--- config.mk ---
export PLATFORM = sky130hd
export DESIGN_NAME = fifo_rd_stream_adapter
export DESIGN_NICKNAME = d
export VERILOG_FILES = /design/src/rtl/fifo_rd_pkg.sv /design/src/rtl/fifo_rd_skid_buf.sv /design/src/rtl/fifo_rd_stream_adapter.sv
export SDC_FILE = /design/constraint.sdc
export NUM_CORES = 1
export LEC_CHECK = 0
export CAP_MARGIN = 0
export CORE_UTILIZATION = 35
export DETAILED_ROUTE_END_ITERATION = 12
export GPL_ROUTABILITY_DRIVEN = 0
export GPL_TIMING_DRIVEN = 0
export HOLD_SLACK_MARGIN = 0.06
export PLACE_DENSITY = 0.66
export SLEW_MARGIN = 20
export SYNTH_ARGS = -nofsm -noshare
export SYNTH_HDL_FRONTEND = slang
export SYNTH_SLANG_ARGS = --single-unit
--- constraint.sdc ---
create_clock -name clk -period 2.1 [get_ports clk]
set_input_delay 0.315 -clock clk [delete_from_list [all_inputs] [get_ports clk]]
set_output_delay 0.315 -clock clk [all_outputs]
set_load 0.01 [all_outputs]
--- src/rtl/fifo_rd_pkg.sv ---
// Shared types for the FIFO read-side stream adapter: output buffer occupancy
// encoding and the default data width.
package fifo_rd_pkg;
  localparam int DEF_DATA_WIDTH = 16;

  typedef logic [1:0] occ_t;

  typedef enum logic [1:0] {
    EMPTY = 2'd0,
    ONE   = 2'd1,
    TWO   = 2'd2
  } occ_state_e;
endpackage

--- src/rtl/fifo_rd_skid_buf.sv ---
// Two-entry output buffer: ring storage with 1-bit pointers and an occupancy FSM.
// Registered output only; the head word is a mux of mem by rd_idx.
module fifo_rd_skid_buf
  import fifo_rd_pkg::*;
#(
  parameter int DATA_WIDTH = DEF_DATA_WIDTH
) (
  input  logic                  clk,
  input  logic                  rst,
  input  logic                  push,
  input  logic [DATA_WIDTH-1:0] push_data,
  input  logic                  pop,
  output occ_t                  occ,
  output logic [DATA_WIDTH-1:0] data,
  output logic                  valid
);
  occ_state_e state_q, state_d;
  logic [1:0][DATA_WIDTH-1:0] mem;
  logic wr_idx, rd_idx;

  always_ff @(posedge clk or posedge rst) begin
    if (rst) state_q <= EMPTY;
    else     state_q <= state_d;
  end

  always_comb begin
    state_d = state_q;
    case ({push, pop})
      2'b10: begin
        unique case (state_q)
          EMPTY:   state_d = ONE;
          ONE:     state_d = TWO;
          default: state_d = TWO;
        endcase
      end
      2'b01: begin
        unique case (state_q)
          TWO:     state_d = ONE;
          ONE:     state_d = EMPTY;
          default: state_d = EMPTY;
        endcase
      end
      default: state_d = state_q;
    endcase
  end

  // mem is cleared so the head word reads zero out of reset
  always_ff @(posedge clk or posedge rst) begin
    if (rst) begin
      mem    <= '0;
      wr_idx <= 1'b0;
      rd_idx <= 1'b0;
    end else begin
      if (push) begin
        mem[wr_idx] <= push_data;
        wr_idx      <= ~wr_idx;
      end
      if (pop) rd_idx <= ~rd_idx;
    end
  end

  always_ff @(posedge clk) begin
    if (!rst) begin
      assert (!(push && !pop && state_q == TWO));
      assert (!(pop && state_q == EMPTY));
    end
  end

  assign occ   = occ_t'(state_q);
  assign valid = (state_q != EMPTY);
  assign data  = mem[rd_idx];
endmodule

--- src/rtl/fifo_rd_stream_adapter.sv ---
// Turns a registered-read FIFO port into a valid/ready stream at one word per clock.
// Optional FIFO_RD_STATS_EN adds saturating words_out / stall_cycles counters.
module fifo_rd_stream_adapter
  import fifo_rd_pkg::*;
#(
  parameter int DATA_WIDTH = DEF_DATA_WIDTH,
  parameter int BUF_DEPTH  = 2
) (
  input  logic                  clk,
  input  logic                  rst,
  output logic                  fifo_rd_en,
  input  logic [DATA_WIDTH-1:0] fifo_dout,
  input  logic                  fifo_empty,
  output logic [DATA_WIDTH-1:0] m_data,
  output logic                  m_valid,
  input  logic                  m_ready
`ifdef FIFO_RD_STATS_EN
  ,
  output logic [31:0]           words_out,
  output logic [31:0]           stall_cycles
`endif
);
  if (BUF_DEPTH != 2) begin : g_bad_depth
    $error("fifo_rd_stream_adapter: BUF_DEPTH must be 2");
  end

  occ_t       occ;
  logic       inflight;
  logic       pop;
  logic [2:0] occ_after;

  assign pop = m_valid && m_ready;
  // pop implies occ >= 1, so this never goes negative
  assign occ_after  = {1'b0, occ} + {2'b0, inflight} - {2'b0, pop};
  assign fifo_rd_en = !rst && !fifo_empty && (occ_after < 3'd2);

  always_ff @(posedge clk or posedge rst) begin
    if (rst) inflight <= 1'b0;
    else     inflight <= fifo_rd_en;
  end

  fifo_rd_skid_buf #(.DATA_WIDTH(DATA_WIDTH)) u_buf (
    .clk       (clk),
    .rst       (rst),
    .push      (inflight),
    .push_data (fifo_dout),
    .pop       (pop),
    .occ       (occ),
    .data      (m_data),
    .valid     (m_valid)
  );

`ifdef FIFO_RD_STATS_EN
  always_ff @(posedge clk or posedge rst) begin
    if (rst) begin
      words_out    <= '0;
      stall_cycles <= '0;
    end else begin
      if (pop && words_out != 32'hFFFF_FFFF) words_out <= words_out + 32'd1;
      if (m_valid && !m_ready && stall_cycles != 32'hFFFF_FFFF)
        stall_cycles <= stall_cycles + 32'd1;
    end
  end
`endif
endmodule

==> results by group <==
STA
  – Final Hold Viols: 0
  – Fmax: 0.375 GHz
  – Post-layout min period: about 2.7 ns
  – Max-slew violation count: 0
  – Post-route setup slack: -0.566 ns
  – Worst-Margin Slew: around 0.76 ns
  – RSZ-0062 raised after global routing: yes
  – Worst clock skew: around 0.0044 ns
  – Slew HR: 0.493
  – Final period utilization: 1.27
  – Final setup vio count: 1

Pwr
  – VDD IR-drop max: roughly 640 µV
  – Pwr dens: ~1600 nW/µm²
  – Lkg Pwr: about 0.0011 µW

Clocking
  – CTS tree: yes
  – Root Driver: clkbuf_8
  – Clock-pin slew on the worst setup and hold paths: roughly 0.07 ns
  – H-tree depth: 2
  – CTS hold repair buffers: 0
  – # clock sinks: 37
  – Num CTS Buffers: 5
  – Max clock buf depth: 2
  – Clock Latency Late Sink: around 0.28 ns

Setup path
  – Slowest cell on crit path: dfrtp_1
  – Crit path launch type: flip-flop
  – Crit path DAT: approximately 2.4 ns
  – R2r endpoint: inflight
  – Critical Path RT: around 1.8 ns
  – Crit. Startpoint: u_buf.occ[0]
  – R2R Setup Slk: about 0.11 ns
  – RR Startpoint: u_buf.occ[0]
  – Critical Path, Cell by Cell: o21a_1 -> ha_1 -> or2b_1 -> fa_2 -> xor2_1 -> nor4b_2 -> buf_2
  – Crit path largest cell delay: 0.40 ns
  – Worst setup EP type: output port
  – CP max FO: 2
  – Reg2reg path depth: 6
  – WS Path Type: flip-flop to output port
  – Critical Path Sink: fifo_rd_en

Routing
  – Via density: 4.56
  – Met1 WL: ~1400 µm
  – WL met3: between 150 and 200 µm
  – First-pass iteration count of the detailed router: 2
  – Highest routed layer: met4
  – Vias: a little over 1000
  – Drt wl/cell: 14.4 µm
  – Routed Antenna Nets: 0
  – Detailed Route WL: between 3000 and 4000 µm
  – DRC Markers: 0
  – Initial DRC count: 52
  – WL met2: between 1500 and 2000 µm

Floorplan
  – Core area: between 4000 and 5000 µm²
  – I/O pins: 38
  – Chip Width: 72.2 µm
  – Die height: 72.2 µm
  – Initial core utilization: 0.365
  – Row cnt: 25
  – Die area: ~5200 µm²

Synth
  – Leading cell types by count after synthesis: mux2_2 (38), dfrtp_1 (37), mux2_4 (10)
  – Post-synth ARST share: 1.00
  – Synth Warn #: 0
  – Yosys reg bits: 37
  – Mapped Area: around 1700 µm²
  – Largest area contributor in the netlist: dfrtp_1
  – Synth top area share: 0.537
  – Synth top area cells: dfrtp_1 (54%), mux2_2 (25%), mux2_4 (8.7%)
  – Register area share after synthesis: 0.537
  – Ys flop type: dfrtp_1
  – Post-synthesis average cell area: about 15 µm²
  – Mapped Cells: between 100 and 150
  – Syn nets: 135
  – Netlist cell types: 20
  – Count leader, synth: mux2_2
  – Post-synth EDFFs: 0

GRT
  – Vias in the first global route: approximately 1200
  – Total GRT Usage: 0.146
  – Largest net degree at the start of global routing: 38
  – Gr ovfl total: 0
  – Initial antenna violation count: 0
  – First-pass GRT wire length: between 5000 and 6000 µm

Place
  – Input/output buffers: 37
  – Dpl ws: -1.10 ns
  – DP Cell Count: 216
  – Hpwl dp: 2270 µm

Finish
  – Footprint of the multi-input gates: about 740 µm²
  – Diode count: 0
  – Share of cells above drive strength 1: 0.444
  – Reg area: ~930 µm²
  – # nets final: 182
  – Number of fill cells in the layout: just over 400
  – Finished Layout Cells: between 200 and 250
  – Area Growth Syn to Fin: 36.7%

Outcome
  – Failing checks: setup timing
  – Status: complete, but fails checks

Flow run
  – Max cap viols: 0

Worst hold path
  – Hold Path Class: flip-flop to flip-flop
[critical path, delay by kind of cell, from the launching register on]
| family | cells | cell delay, ns |
|---|---|---|
| buf+inv | 1 | 0.18 |
| simple gates | 2 | 0.49 |
| compound gates | 1 | 0.22 |
| fa+ha+maj | 2 | 0.62 |
| xor+xnor | 1 | 0.16 |
| flops | 1 | 0.40 |
[registers in the layout (all words and copies together) (netlist names)]
signal / count
inflight: 1
u_buf.mem: 32
u_buf.occ: 2
u_buf.rd_idx: 1
u_buf.wr_idx: 1
[power by group]
group          switching [µW]  total [µW]  leakage (µW)  internal [µW]
clock network             240         627     0.0000585            387
logic                     649        1830      0.000601           1180
registers                 189        1270      0.000434           1080
total                    1080        3730       0.00109           2650
[cells by family (layout without fill, tap and decap cells)]
kind of cell | Yosys count | count (layout) | synth area share
AOI/OAI and AO/OA | 3 | 3 | 0.0123
xor gates and xnor gates | 4 | 4 | 0.0203
adders and majority gates | 3 | 3 | 0.0261
buffers and inverters | 9 | 57 | 0.0392
DFF | 37 | 37 | 0.537
muxes | 48 | 48 | 0.335
and+or+nand+nor | 8 | 8 | 0.0298
[cells in the final DEF, fill, tap and decap left out, drive strengths merged]
| master | instances |
|---|---|
| inv | 4 |
| or2b | 1 |
| clkbuf | 7 |
| nand2 | 2 |
| o21a | 1 |
| dfrtp | 37 |
| nor4b | 1 |
| nor2b | 1 |
| clkdlybuf4s50 | 27 |
| fa | 1 |
| o21ai | 1 |
| xor2 | 4 |
| a2bb2oi | 1 |
| dlymetal6s2s | 8 |
| mux2 | 48 |
| nand2b | 1 |
| dlygate4sd2 | 1 |
| ha | 2 |
| buf | 9 |
| bufinv | 1 |
| or2 | 2 |
[stage by stage]
step	cell area (µm²)	util	power (µW)	hold slack (ns)	setup TNS (ns)
after floorplan	1730	-	2370	0.410	-0.286
after global placement	2190	0.463	3020	0.480	-1.22
after detailed placement	2190	0.463	3110	0.487	-1.41
after CTS	2340	0.495	3820	0.506	-0.578
after global routing	2360	0.499	3990	0.528	-0.683
final	2360	0.499	3730	0.506	-0.566
[what timing repair did]
action,CTS,global route
endpoints found under the setup margin,11,9
pin swaps,1,0
buffers inserted,3,0
gates resized for setup,10,8
[routing by layer]
metal / up-vias / global-route usage
met5: - / 0
met1: 524 / 0.174
li1: 479 / -
met4: 0 / 0.0523
met2: 28 / 0.248
met3: 4 / 0.0458
[worst min path at each step]
| stage | from | end | slack, ns | cells after the start |
|---|---|---|---|---|
| global route | u_buf.mem[8] | u_buf.mem[8] | 0.53 | 1 |
| finish | u_buf.mem[20] | u_buf.mem[20] | 0.51 | 1 |
| floorplan | fifo_empty | inflight | 0.41 | 1 |
| global placement | u_buf.mem[23] | u_buf.mem[23] | 0.48 | 1 |
| detailed placement | u_buf.mem[27] | u_buf.mem[27] | 0.49 | 1 |
| CTS | u_buf.mem[27] | u_buf.mem[27] | 0.51 | 1 |
[layout make-up]
cell class                      instances  area share
Inverter                                4     0.00637
Clock buffer                            7      0.0366
Sequential cell                        37       0.393
Clock inverter                          1      0.0127
Buffer                                  5      0.0292
Multi-Input combinational cell         66       0.314
Tap cell                               67      0.0356
Timing Repair Buffer                   40       0.173
Power figures use the tool's default switching activity.
